===== src/rtl/stream_downsize.sv =====
// Wide-to-narrow stream converter: emits the kept lanes of each accepted wide word
// one per cycle, lowest lane first, with same-cycle reload on the final beat.
module stream_downsize #(
  parameter int unsigned T_DATA_WIDTH = 4,
  parameter int unsigned T_DATA_RATIO = 2
) (
  input  logic                    clk,
  input  logic                    rst,
  input  logic [T_DATA_WIDTH-1:0] s_data_i [T_DATA_RATIO],
  input  logic [T_DATA_RATIO-1:0] s_keep_i,
  input  logic                    s_last_i,
  input  logic                    s_valid_i,
  output logic                    s_ready_o,
  output logic [T_DATA_WIDTH-1:0] m_data_o,
  output logic                    m_last_o,
  output logic                    m_valid_o,
  input  logic                    m_ready_i
);

  localparam int unsigned IDX_W = $clog2(T_DATA_RATIO);

  typedef enum logic {IDLE, SEND} state_t;

  // Index of the lowest set bit (ascending priority).
  function automatic logic [IDX_W-1:0] f_low_idx(input logic [T_DATA_RATIO-1:0] p);
    f_low_idx = '0;
    for (int i = int'(T_DATA_RATIO) - 1; i >= 0; i--) begin
      if (p[i]) f_low_idx = IDX_W'(i);
    end
  endfunction

  function automatic logic f_single(input logic [T_DATA_RATIO-1:0] p);
    f_single = (p != '0) && ((p & (p - T_DATA_RATIO'(1))) == '0);
  endfunction

  state_t                  r_state;
  logic [T_DATA_WIDTH-1:0] r_data [T_DATA_RATIO];
  logic                    r_last;
  logic [T_DATA_RATIO-1:0] r_pending;
  logic [T_DATA_WIDTH-1:0] r_m_data;
  logic                    r_m_last;
  logic                    r_m_valid;

  state_t                  w_state_nxt;
  logic [T_DATA_WIDTH-1:0] w_data_nxt [T_DATA_RATIO];
  logic                    w_last_nxt;
  logic [T_DATA_RATIO-1:0] w_pending_nxt;
  logic [T_DATA_RATIO-1:0] w_cur_onehot;
  logic                    w_final;
  logic                    w_s_hs;
  logic                    w_load;

  assign w_cur_onehot = r_pending & (~r_pending + T_DATA_RATIO'(1));
  assign w_final      = (r_state == SEND) && f_single(r_pending);
  // Ready in IDLE, or on a completing final beat so the next word reloads without a bubble.
  assign s_ready_o    = !rst && ((r_state == IDLE) || (w_final && m_ready_i));
  assign w_s_hs       = s_valid_i && s_ready_o;
  assign w_load       = w_s_hs && (s_keep_i != '0);

  always_comb begin
    w_state_nxt   = r_state;
    w_pending_nxt = r_pending;
    w_data_nxt    = r_data;
    w_last_nxt    = r_last;
    if (r_state == SEND && m_ready_i) begin
      w_pending_nxt = r_pending & ~w_cur_onehot;
      if (w_final) w_state_nxt = IDLE;
    end
    // A keep=0 word is swallowed: no load, state follows the branch above.
    if (w_load) begin
      w_state_nxt   = SEND;
      w_pending_nxt = s_keep_i;
      w_data_nxt    = s_data_i;
      w_last_nxt    = s_last_i;
    end
  end

  always_ff @(posedge clk or posedge rst) begin
    if (rst) begin
      r_state   <= IDLE;
      r_pending <= '0;
      r_last    <= 1'b0;
      for (int i = 0; i < int'(T_DATA_RATIO); i++) r_data[i] <= '0;
      r_m_data  <= '0;
      r_m_last  <= 1'b0;
      r_m_valid <= 1'b0;
    end else begin
      r_state   <= w_state_nxt;
      r_pending <= w_pending_nxt;
      r_last    <= w_last_nxt;
      r_data    <= w_data_nxt;
      r_m_valid <= (w_state_nxt == SEND);
      r_m_data  <= (w_state_nxt == SEND) ? w_data_nxt[f_low_idx(w_pending_nxt)] : '0;
      r_m_last  <= (w_state_nxt == SEND) && w_last_nxt && f_single(w_pending_nxt);
    end
  end

  assign m_data_o  = r_m_data;
  assign m_last_o  = r_m_last;
  assign m_valid_o = r_m_valid;

endmodule


===== config.mk =====
export PLATFORM = sky130hd
export DESIGN_NAME = stream_downsize
export DESIGN_NICKNAME = d
export VERILOG_FILES = /design/src/rtl/stream_downsize.sv
export SDC_FILE = /design/constraint.sdc
export NUM_CORES = 1
export LEC_CHECK = 0
export ABC_AREA = 0
export CORE_ASPECT_RATIO = 1.2
export CORE_MARGIN = 2
export CORE_UTILIZATION = 35
export CTS_CLUSTER_DIAMETER = 50
export DETAILED_ROUTE_END_ITERATION = 8
export PLACE_DENSITY = 0.6
export SLEW_MARGIN = 20
export SYNTH_ARGS = -nofsm -noshare
export SYNTH_HDL_FRONTEND = slang
export SYNTH_SLANG_ARGS = --single-unit

===== constraint.sdc =====
create_clock -name clk -period 4.24 [get_ports clk]
set_clock_uncertainty 0.2 [all_clocks]
set_input_delay 0.636 -clock clk [delete_from_list [all_inputs] [get_ports clk]]
set_output_delay 0.636 -clock clk [all_outputs]
set_load 0.01 [all_outputs]

==> out/results.tsv <==
metric	value	unit
Most used DFF post-synth	dfrtp_1	
Syn Nets	76	
Final setup violation count	0	
number of global-route vias before repair	528	
post-route insts no fill	103	
Die ar.	2510	um^2
endpoints failing hold	0	
xor and xnor area share after synthesis	0	%
FF-to-FF End	m_data_o[3]$_DFF_PP0_	
Initial Utilization	36.7	%
Die W	46.1	um
CTS resizes	0	
largest net degree at the start of global routing	18	
outcome	completed	
I/O Buffers	21	
Register-to-Register Setup Slack	1.76	ns
WP data arrival	1.90	ns
Net Switching	0.000198	W
Mapped Avg Cell Area	12.6	um^2
leading cell types in the layout, fill and taps excluded	clkdlybuf4s50_1, dfrtp_1, mux2i_1, inv_1, o22ai_1	
f_max	366	MHz
mux cell area share after synthesis	13.6	%
Die Y-Extent	54.5	um
WL/cell	12.6	um
sw frac	32.9	%
simple-gate share of the synthesized area	8.42	%
clock root buffer	clkbuf_4	
clock slew at reported path FFs	0.09	ns
Syn Inst Count	59	
HPWL Detailed	972	um
P&R area growth vs syn	33.7	%
compound-gate portion of the synthesized area	11.3	%
DRT Pass-1 Iters	4	
leakage	0.455	nW
VDD IR-drop max	0.000299	V
DR vias	521	
final slew viol count	0	
routed wire length	1300	um
Final ANT Viol Nets	0	
reg2reg start	r_pending[0]$_DFF_PP0_	
clk_lat worst skew	0.28	ns
post-layout min period	2.73	ns
Hold-fix buffers, CTS	0	
CTS tree	yes	
Worst Setup EP	s_ready_o	
clock share of power	14.0	%
Yosys warnings	0	
Hold WS	0.291	ns
io pins	22	
internal power	0.000404	W
Worst setup EP type	output pin	
asr flop ratio synth	100	%
initial antenna violation count	0	
Reg area	425	um^2
total grt overflow	0	
area of the core	2030	um^2
Fill cells	208	
worst-margin pin slew	0.872	ns
GRT Max-Usage Layer	met2	
first-pass GRT wire length	2150	um
Post-CTS Setup Inserts	0	
met2 usage	21.5	%
sequential share of power	43.5	%
crit-path max FO	7	
routability congestion estimate from global placement	0.657	
gr usage total	12.2	%
layout cell share with drive strength beyond 1	7.23	%
clock sink count	17	
placed insts	99	
GR Layer Usage met1	13.6	%
initial drt markers	5	
area of the multi-input gates	273	um^2
commonest non-fill, non-tap cell in the layout	clkdlybuf4s50_1	
Critical Path RT	3.40	ns
RSZ-0062 raised after global routing	no	
Post-synth EDFFs	0	
H-tree levels	1	
hold crit path type	reg2reg	
Worst setup SP type	primary input	
TritonCTS buffer count	3	
number of synthesized register bits	17	
share of synthesized cell area in full adder, half adder and majority cells	3.37	%
worst-case reg-to-reg path depth	5	
Max Cap Viol	0	
Logic pwr share	42.5	%
pwr/cell area	606	nW/um^2
fin nets	101	
worst setup path category	in2out	
Critical Path Source	m_ready_i	
Final Cycle Share	64.5	%
DRC Markers	0	
Row Count	18	
post-synth cell types	20	
sequential share of the synthesized area	57.2	%
antenna cell count	0	
main combinational cell family by area after synthesis	multiplexers	
setup tns final	0	ns
grt met3 use	1.98	%
Mapped Area	743	um^2
clk buf depth	2	
routed vias/inst	5.06	
Slew headroom	41.6	%
==> critical path, cell delays in order <==
cell	delay, ns
clkdlybuf4s50_1	0.46
a21boi_4	0.26
nor2_1	0.06
clkdlybuf4s50_1	0.48
==> registers in the layout, indices dropped and copies added, names as in the netlist <==
signal     cells
r_last         1
m_valid_o      1
m_last_o       1
m_data_o       4
r_pending      2
r_data         8
==> final cells by class <==
class	count	area share, %
clock buffer	4	2.64
inverter	9	3.40
multi-input combinational	32	27.5
sequential	17	42.8
tap	20	2.52
timing repair buffer	21	21.2
==> synthesized netlist by cell type, types with 2 or more instances <==
master    n  area share, %
dfrtp_1  17             57
o22ai_1   4            3.4
ha_1      2            3.4
nor2_1    3            1.5
inv_1     9            4.5
nand2_1   2            1.0
mux2i_1   9             12
==> logic make-up (layout without fill, tap and decap cells) <==
group / after synthesis / in the layout
flip-flops: 17 / 17
AO/OA/AOI/OAI: 11 / 11
multiplexers: 10 / 10
buffers and inverters: 10 / 34
AND/OR/NAND/NOR: 9 / 9
adder cells (fa/ha/maj): 2 / 2
==> power by group through the flow <==
stage / registers (W) / logic [W] / clock network [W]
CTS: 0.000262 / 0.000261 / 0.0000878
finish: 0.000262 / 0.000256 / 0.0000843
detailed placement: 0.000265 / 0.000261 / 0
global placement: 0.000264 / 0.000255 / 0
global route: 0.000272 / 0.000292 / 0.0000956
floorplan: 0.000270 / 0.000160 / 0
==> per-layer routing <==
layer  wire (um)  vias to the layer above
li1            -                      249
met1         591                      245
met2         606                       25
met3          93                        2
met4           8                        0
met5           0                        -
==> per-stage QoR <==
stage               utilization (%)  instance area (um^2)  setup slack [ns]  total power (W)
floorplan                         -                   743              2.12         0.000430
global placement               47.7                   967              1.34         0.000519
detailed placement             47.7                   967              1.30         0.000526
CTS                            49.0                   993              1.50         0.000610
global route                   49.0                   993              1.45         0.000660
finish                         49.0                   993              1.51         0.000602
==> how the worst min path moves through the flow <==
stage / cells after the start / endpoint / slack [ns] / from
final: 2 / r_data[7]$_DFF_PP0_ / 0.29 / r_data[7]$_DFF_PP0_
after global routing: 2 / r_data[1]$_DFF_PP0_ / 0.33 / r_data[1]$_DFF_PP0_
after CTS: 2 / r_data[3]$_DFF_PP0_ / 0.29 / r_data[3]$_DFF_PP0_
after detailed placement: 2 / r_data[3]$_DFF_PP0_ / 0.27 / r_data[3]$_DFF_PP0_
after global placement: 2 / r_data[3]$_DFF_PP0_ / 0.26 / r_data[3]$_DFF_PP0_
after floorplan: 2 / r_data[3]$_DFF_PP0_ / 0.25 / r_data[3]$_DFF_PP0_
(Power assumes the default switching activity.)
==> RTL edit, RTL diff (same settings) <==
The parameter `T_DATA_WIDTH` goes from 4 to 6.
--- a/src/rtl/stream_downsize.sv
+++ b/src/rtl/stream_downsize.sv
@@ -1,7 +1,7 @@
 // Wide-to-narrow stream converter: emits the kept lanes of each accepted wide word
 // one per cycle, lowest lane first, with same-cycle reload on the final beat.
 module stream_downsize #(
-  parameter int unsigned T_DATA_WIDTH = 4,
+  parameter int unsigned T_DATA_WIDTH = 6,
   parameter int unsigned T_DATA_RATIO = 2
 ) (
   input  logic                    clk,
Ports: changed (resized m_data_o and s_data_i); port bits go from 22 to 28. The function was not compared with the original's and may differ.
==> RTL edit against the original RTL <==
  * Largest power group unchanged
  * Sequential cell count rose by 6
  * Clock power up 16%
  * Count of clock-buffer cells in the layout is the same
  * Maximum frequency shrank 0.96%
  * Synthesized cell count grew 12%
  * Via count increased by 17%
  * Final area increased by 29%
  * Synthesized area is 28% higher
  * Setup slack got worse by 27 ps
  * Power grew 31%
  * Routed wire length rose by 27%
==> RTL edit: results (changes against the original RTL) <==
[logic_synthesis]
synth.top_cells.by_count=23 x dfrtp_1, 9 x mux2_2, 6 x nand2_1
synth-seq-area-share=0.606  ; +0.0337
synth_fa_ha_area_frac=0.0264  ; -0.00732
synth_mux_area_frac=0.165  ; +0.0283
synth_compound_area_frac=0.121  ; +0.00842
syn_avg_cell_area_um2=14.4  ; +14%

[cells_and_area]
final_cells=129  ; +25%
drive_above_1_share=0.219  ; +0.146
seqCellArea_um2=576  ; +35%
largest_register_ffs=12  ; +4
fill_cells=235  ; +13%

[detailed_routing]
dr_wl_met2_um=825  ; +36%
drt_iter0_markers=6  ; +1
via_per_inst=4.71  ; -7.0%
wl_met3_um=71  ; -24%
drt-met1-wl_um=732  ; +24%
routed_wl_mm=1.65  ; +27%

[timing]
layout_setup_ws_ps=1480  ; -26.6 ps
tightest_slew_ps=815  ; -57.0 ps
hold_slack_ps=311  ; +19.8 ps

[pwr]
p_leak_nw=0.562  ; +24%
peakVddDrop_mv=0.345  ; +16%
p_int_mw=0.558  ; +38%

[setup_path]
r2r_setup_slack_ps=1630  ; -130 ps
max_stage_delay_ps=530  ; +50 ps
cp_top_family=simple AND/OR/NAND/NOR gates
crit_arrival_ps=2810  ; +910 ps

[place]
port_buffers=27  ; +29%
dp_hpwl_mm=1.25  ; +28%
dpl_cell_area_um2=1250  ; +30%
place.gp.congestion=0.688  ; +4.6%

[grt]
met1_usage=0.153  ; +0.0177
track_usage=0.118  ; -0.00447
use_met2=0.192  ; -0.0230
grt_use_met3=0.0218  ; +0.00204
grt_pass1_vias=614  ; +16%
grt_pass1_wl_mm=2.72  ; +26%

[clock_network]
cts.clk_slew.worst_paths_ps=110  ; +20 ps

[run_status]
outcome=completed

RTL edit: final timing paths:
kind	startpoint	endpoint	cells past startpoint
worst max-delay path	m_ready_i	m_data_o[3]	7
worst min-delay path	r_data[11]	r_data[11]	1
min in group asynchronous	rst	m_valid_o	2
max in group asynchronous	rst	r_data[4]	2
worst min register to register	r_data[11]	r_data[11]	1
worst max register to register	r_pending[1]	m_data_o[3]	7
RTL edit: power by group through the flow:
stage                     combinational, mW  clock [mW]  sequential, mW
after CTS                             0.348      0.0995           0.350
final                                 0.343      0.0978           0.348
after global placement                0.342           0           0.353
after detailed placement              0.347           0           0.355
after global routing                  0.375       0.110           0.357
after floorplan                       0.206           0           0.365
RTL edit: cell type report:
| cell class | count | share of cell area |
|---|---|---|
| Clock buffer | 4 | 0.0205 |
| Inverter | 2 | 0.00587 |
| Multi-Input combinational cell | 39 | 0.275 |
| Sequential cell | 23 | 0.450 |
| Tap cell | 33 | 0.0323 |
| Timing Repair Buffer | 28 | 0.217 |
